### config.mk
export PLATFORM = sky130hd
export DESIGN_NAME = imm_gen_pipe
export DESIGN_NICKNAME = d
export VERILOG_FILES = /design/src/rtl/imm_gen_pipe.sv
export SDC_FILE = /design/constraint.sdc
export NUM_CORES = 1
export LEC_CHECK = 0
export CORE_ASPECT_RATIO = 0.8
export CORE_UTILIZATION = 36
export CTS_CLUSTER_DIAMETER = 150
export DETAILED_ROUTE_END_ITERATION = 6
export PLACE_DENSITY = 0.6
export SYNTH_ARGS = -nofsm -noshare
export SYNTH_HDL_FRONTEND = slang
export SYNTH_SLANG_ARGS = --single-unit
### constraint.sdc
create_clock -name clk -period 3.83 [get_ports clk]
set_input_delay 0.766 -clock clk [delete_from_list [all_inputs] [get_ports clk]]
set_output_delay 0.766 -clock clk [all_outputs]
set_load 0.005 [all_outputs]
### src/rtl/imm_gen_pipe.sv
`default_nettype none
// ============================================================================
// Module   : imm_gen_pipe
// Brief    : RV32 immediate decoder feeding a DEPTH-entry output FIFO.
//            Each accepted instruction is decoded combinationally and the
//            sign-extended immediate, format code and illegal flag are
//            queued for a valid/ready consumer.
// Revision : 1.0 - initial release
// ============================================================================
module imm_gen_pipe #(
    parameter int XLEN  = 32,
    parameter int DEPTH = 4
) (
    input  logic                         clk,
    input  logic                         rst,
    input  logic                         in_valid,
    input  logic [31:0]                  in_inst,
    output logic                         in_ready,
    input  logic                         flush,
    output logic                         out_valid,
    input  logic                         out_ready,
    output logic [XLEN-1:0]              out_imm,
    output logic [2:0]                   out_fmt,
    output logic                         out_illegal,
    output logic [$clog2(DEPTH+1)-1:0]   count
);

    localparam int c_CNT_W = $clog2(DEPTH + 1);
    localparam int c_PTR_W = $clog2(DEPTH);

    localparam logic [6:0] c_OP_OPIMM  = 7'b0010011;
    localparam logic [6:0] c_OP_LOAD   = 7'b0000011;
    localparam logic [6:0] c_OP_JALR   = 7'b1100111;
    localparam logic [6:0] c_OP_SYSTEM = 7'b1110011;
    localparam logic [6:0] c_OP_FENCE  = 7'b0001111;
    localparam logic [6:0] c_OP_STORE  = 7'b0100011;
    localparam logic [6:0] c_OP_BRANCH = 7'b1100011;
    localparam logic [6:0] c_OP_LUI    = 7'b0110111;
    localparam logic [6:0] c_OP_AUIPC  = 7'b0010111;
    localparam logic [6:0] c_OP_JAL    = 7'b1101111;
    localparam logic [6:0] c_OP_OP     = 7'b0110011;

    localparam logic [2:0] c_FMT_R   = 3'd0;
    localparam logic [2:0] c_FMT_I   = 3'd1;
    localparam logic [2:0] c_FMT_S   = 3'd2;
    localparam logic [2:0] c_FMT_B   = 3'd3;
    localparam logic [2:0] c_FMT_U   = 3'd4;
    localparam logic [2:0] c_FMT_J   = 3'd5;
    localparam logic [2:0] c_FMT_ILL = 3'd7;

    logic [XLEN-1:0]    r_imm_mem [DEPTH];
    logic [2:0]         r_fmt_mem [DEPTH];
    logic               r_ill_mem [DEPTH];
    logic [c_PTR_W-1:0] r_wr_ptr;
    logic [c_PTR_W-1:0] r_rd_ptr;
    logic [c_CNT_W-1:0] r_count;

    logic [XLEN-1:0]    w_imm;
    logic [2:0]         w_fmt;
    logic               w_ill;
    logic               w_s;
    logic               w_push;
    logic               w_pop;
    logic               w_valid;

    // Sign source is always inst[31]; each format rebuilds the remaining
    // low bits so the replication count never reaches zero for XLEN=32.
    assign w_s = in_inst[31];

    // Decode the incoming instruction into immediate, format and illegal flag.
    always_comb begin
        w_imm = '0;
        w_fmt = c_FMT_ILL;
        w_ill = 1'b1;
        case (in_inst[6:0])
            c_OP_OPIMM, c_OP_LOAD, c_OP_JALR, c_OP_SYSTEM, c_OP_FENCE: begin
                w_imm = {{(XLEN-11){w_s}}, in_inst[30:20]};
                w_fmt = c_FMT_I;
                w_ill = 1'b0;
            end
            c_OP_STORE: begin
                w_imm = {{(XLEN-11){w_s}}, in_inst[30:25], in_inst[11:7]};
                w_fmt = c_FMT_S;
                w_ill = 1'b0;
            end
            c_OP_BRANCH: begin
                w_imm = {{(XLEN-12){w_s}}, in_inst[7], in_inst[30:25],
                         in_inst[11:8], 1'b0};
                w_fmt = c_FMT_B;
                w_ill = 1'b0;
            end
            c_OP_LUI, c_OP_AUIPC: begin
                w_imm = {{(XLEN-31){w_s}}, in_inst[30:12], 12'b0};
                w_fmt = c_FMT_U;
                w_ill = 1'b0;
            end
            c_OP_JAL: begin
                w_imm = {{(XLEN-20){w_s}}, in_inst[19:12], in_inst[20],
                         in_inst[30:21], 1'b0};
                w_fmt = c_FMT_J;
                w_ill = 1'b0;
            end
            c_OP_OP: begin
                w_imm = '0;
                w_fmt = c_FMT_R;
                w_ill = 1'b0;
            end
            default: begin
                w_imm = '0;
                w_fmt = c_FMT_ILL;
                w_ill = 1'b1;
            end
        endcase
    end

    // Handshakes; a full queue never passes through, so push needs space.
    assign in_ready  = (r_count != c_CNT_W'(DEPTH));
    assign w_valid   = (r_count != '0);
    assign out_valid = w_valid;
    assign w_push    = in_valid & in_ready;
    assign w_pop     = w_valid & out_ready;
    assign count     = r_count;

    // Queue storage; contents are qualified by count so they need no reset.
    always_ff @(posedge clk) begin
        if (w_push) begin
            r_imm_mem[r_wr_ptr] <= w_imm;
            r_fmt_mem[r_wr_ptr] <= w_fmt;
            r_ill_mem[r_wr_ptr] <= w_ill;
        end
    end

    // Pointer and occupancy bookkeeping; reset beats flush beats push/pop.
    always_ff @(posedge clk) begin
        if (rst || flush) begin
            r_wr_ptr <= '0;
            r_rd_ptr <= '0;
            r_count  <= '0;
        end else begin
            if (w_push) begin
                r_wr_ptr <= r_wr_ptr + c_PTR_W'(1);
            end
            if (w_pop) begin
                r_rd_ptr <= r_rd_ptr + c_PTR_W'(1);
            end
            if (w_push && !w_pop) begin
                r_count <= r_count + c_CNT_W'(1);
            end else if (w_pop && !w_push) begin
                r_count <= r_count - c_CNT_W'(1);
            end
        end
    end

    // Present the head entry, or the idle pattern when the queue is empty.
    assign out_imm     = w_valid ? r_imm_mem[r_rd_ptr] : '0;
    assign out_fmt     = w_valid ? r_fmt_mem[r_rd_ptr] : c_FMT_ILL;
    assign out_illegal = w_valid ? r_ill_mem[r_rd_ptr] : 1'b0;

endmodule
`default_nettype wire

# == Word-level counts from Yosys, hierarchy flattened ==
# Memories as Yosys holds them, arrays and structs flattened. A register that Yosys moved wholly into a read port is not among the register bits.
# Cells that the tools add are included.
# classes
addsub,4
n_eq_ne,12
muxes,16
bitwise,2
n_reduce_logical,10
# op_table
op,count
$pmux W32 S5,1
$mux W32,1
$eq A7 B7 Y1 const B,4
$eq A7 B6 Y1 const B,3
$pmux W3 S6,1
$eq A7 B5 Y1 const B,2
$mux W2,6
$reduce_or A11 Y1,1
$mux W3,3
$eq A7 B2 Y1 const B,1
$eq A7 B4 Y1 const B,1
$reduce_or A5 Y1,1
$add A2 B1 Y2 const B,2
$mux W1,4
$add A3 B1 Y3 const B,1
$ne A3 B3 Y1 const B,1
$reduce_bool A3 Y1,1
$sub A3 B1 Y3 const B,1
$and A1 B1 Y1,2
$logic_and A1 B1 Y1,2
$logic_not A1 Y1,2
$reduce_bool A2 Y1,1
$reduce_or A2 Y1,1
$logic_or A1 B1 Y1,1
# word_totals
reg_bits,7
mem_bits_rw,144
input_bits,37
output_inout_bits,41
elab_cells,50
memories,3
# memory_table
name,words,word_bits,rd,rd_clocked_by_memory_dff,wr,line_no,rtl
r_imm_mem,4,32,1,1,1,51,logic [XLEN-1:0] r_imm_mem [DEPTH];
r_fmt_mem,4,3,1,1,1,52,logic [2:0] r_fmt_mem [DEPTH];
r_ill_mem,4,1,1,1,1,53,logic r_ill_mem [DEPTH];

# == Logic depth before layout (Yosys ltp) ==
# logic_depth
word_depth,6
depth_mapped,9
mapped_depth_nobuf,9

# == Worst setup path before layout ==
# OpenSTA, ideal clock, no wires.
# synth_timing
path_kind,in2reg
from,input in_valid
to,memory r_fmt_mem[0][0] (enable)
setup_time_ns,0.397
arrival_time_ns,2.091
required_time_ns,3.433
path_slack_ns,1.343
path_stages,2
n_path_buf,0
path_cell_list,a21boi_1 > and2_1
# synth_via
elab_chain_cells,3
# synth_rtl
item,line_no,rtl
"start, declared",16,"input logic in_valid,"
$and A1 B1 Y1,120,assign w_push = in_valid & in_ready;
$mux W1,126,if (w_push) begin
$mux W1 (not written as such),128,r_fmt_mem[r_wr_ptr] <= w_fmt;
"end, declared",52,
# Every way passes these cells.

==> flow_summary.yaml <==
outcome:
  status: "finished with violations"
  violations: "design-rule violations"
synthesis:
  synth_area_per_cell_um2: 17.3
  synth.distinct_cells: 44
  synth_edf_count: 144
  ys.warnings.count: 0
  synth_ff_type: "edfxtp_1"
  syn_nets: 420
  async_reset_ff_share_pct: 0
  synth_area_leaders: "edfxtp_1 66%, mux4_2 12%, and2_1 4.3%"
  synth_top_cell_by_area: "edfxtp_1"
  synth-seq-cells: 153
  synthesis.area_um2: 6520
  synth_seq_area_share_pct: 69.0
  netlist.area_leader.share_pct: 66.3
  synth_common_cells: "144 x edfxtp_1, 45 x and2_1, 36 x mux4_2"
  synthCells: 377
  synth_most_common_cell: "edfxtp_1"
floorplan:
  die_w_um: 153
  io_pins: 78
  core_area_um2: 17500
  die_h_um: 122
  start_util_pct: 37.2
  rows: 43
  die_area_um2: 18700
grt:
  met1_usage_pct: 20.5
  grt_pass1_wl_mm: 20.5
  antenna_found_initial: 0
  grt_usage_pct: 15.4
  top_usage_layer: "met2"
  grt_overflow_total: 0
  grtUsageMet3_pct: 3.78
  grt_max_degree: 37
  grt_pass1_vias: 3616
  met2_usage_pct: 24.4
cts:
  cts_root_buffer: "clkbuf_16"
  cts_tree: "done"
  clockBufferDepth: 2
  ctsHoldBuffers: 0
  clock-sinks: 153
  clk_pin_slew_ns: 0.05
  clock_latency_ns: 0.42
  postCtsSetupBuffers: 0
  htreeDepth: 4
  cts-buffers-inserted: 17
  ctsResizeCount: 0
finish:
  utilization_pct: 46.2
  drive_above_1_share_pct: 18.6
  fin_nets: 505
  fillers: 1543
  area_delta_synth_final_pct: 24.2
  antenna_cells: 0
sta:
  setup_viol: 0
  setup_tns_ns: 0
  slew_headroom_pct: 55.6
  worst_slew_pin_slew_ns: 0.665
  min_period_ns: 3.29
  finalHoldViolCount: 0
  skew_ns: 0.00613
  rsz0062_at_grt: "no"
  slew_violations: 0
  fmax_mhz: 304
  min_period_over_period_pct: 86.0
placement:
  hpwl_mm: 8.28
  portBuffers: 77
  gp_congestion: 0.832
detailed_routing:
  num_vias: 3562
  drc: 5
  drtPass1Iterations: 7
  via_per_inst: 5.11
  postRouteAntennaNets: 0
  drt_iter0_markers: 299
  routed_wl_mm: 13.3
  post_drt_wl_per_cell_um: 19.1
critical_path:
  criticalPathCategory: "reg -> out"
  setup.worst_path.start_class: "flop"
  worstPathMaxFanout: 11
  crit_arrival_ns: 2.53
  critical_path.endpoint_type: "primary output"
  required_ns: 3.06
power_and_ir_drop:
  p_per_area_nw_per_um2: 474
  leakagePower_nw: 2.82
  irDropWorstVdd_uv: 329
job:
  cap_violations: 0
min_path:
  hold_class: "reg -> reg"
area by class of cell:
cell class                      count  area, um^2  share of cell area [%]
Sequential cell                   153        4510                    55.6
Multi-Input combinational cell    196        1900                    23.4
Timing Repair Buffer               88         878                    10.8
Clock buffer                       21         440                    5.43
Tap cell                          225         282                    3.47
Clock inverter                      8        76.3                   0.942
Inverter                            6        22.5                   0.278
cell usage in the layout, fill, tap and decap left out, types with 7 or more instances in the layout:
| master | count |
|---|---|
| edfxtp_1 | 144 |
| mux4_2 | 36 |
| nor2_1 | 15 |
| a21o_2 | 7 |
| nand2_1 | 11 |
| clkbuf_16 | 17 |
| and2_1 | 45 |
| a21o_1 | 12 |
| clkdlybuf4s50_1 | 77 |
| buf_4 | 9 |
| dfxtp_1 | 8 |
logic make-up (layout without fill, tap and decap cells):
logic type / after synthesis / in the layout / share of synthesized area (%)
mux: 40 / 40 / 13.0
xor+xnor: 6 / 6 / 0.806
simple gates: 93 / 93 / 7.98
compound gates: 51 / 51 / 5.93
fa+ha+maj: 6 / 6 / 1.27
flops: 153 / 153 / 69.0
buf+inv: 28 / 123 / 1.94
final timing paths:
kind          startpoint          end  slack (ns)  depth (start not counted)
max                 flop  out_imm[23]        0.54                          4
min          r_rd_ptr[1]         flop        0.53                          2
max reg2reg     count[1]     count[2]        1.00                         10
min reg2reg  r_rd_ptr[1]         flop        0.53                          2
critical path: stages, from the launching register on:
cell	delay [ns]
dfxtp_2	0.59
buf_4	0.32
mux4_2	0.56
and2_1	0.18
clkdlybuf4s50_1	0.45
sequential cells by signal, summed over array words and instances, names as in the netlist, named ones only:
name       count
r_imm_mem    128
r_fmt_mem     12
r_wr_ptr       2
count          3
r_ill_mem      4
r_rd_ptr       2
where the power goes:
group          total, W  switching, W  internal [W]
combinational  0.000457      0.000203      0.000253
clock           0.00148      0.000606      0.000878
sequential      0.00190     0.0000201       0.00188
total           0.00384      0.000830       0.00301
layer usage:
metal  part of all wire (%)  vias up
met4                    1.1        0
li1                       -     1642
met2                     47      130
met5                      0        -
met3                    5.9       14
met1                     45     1776
stage by stage:
stage	std cells	area (um^2)	setup slack, ns	hold slack, ns	total power [W]
2_1_floorplan	377	6520	1.34	0.485	0.00216
3_3_place_gp	668	7590	0.816	0.514	0.00240
3_5_place_dp	668	7590	0.734	0.523	0.00240
4_1_cts	697	8100	0.443	0.534	0.00389
5_1_grt	697	8100	0.366	0.572	0.00399
6_report	697	8100	0.538	0.534	0.00384
(Power assumes the default switching activity.)
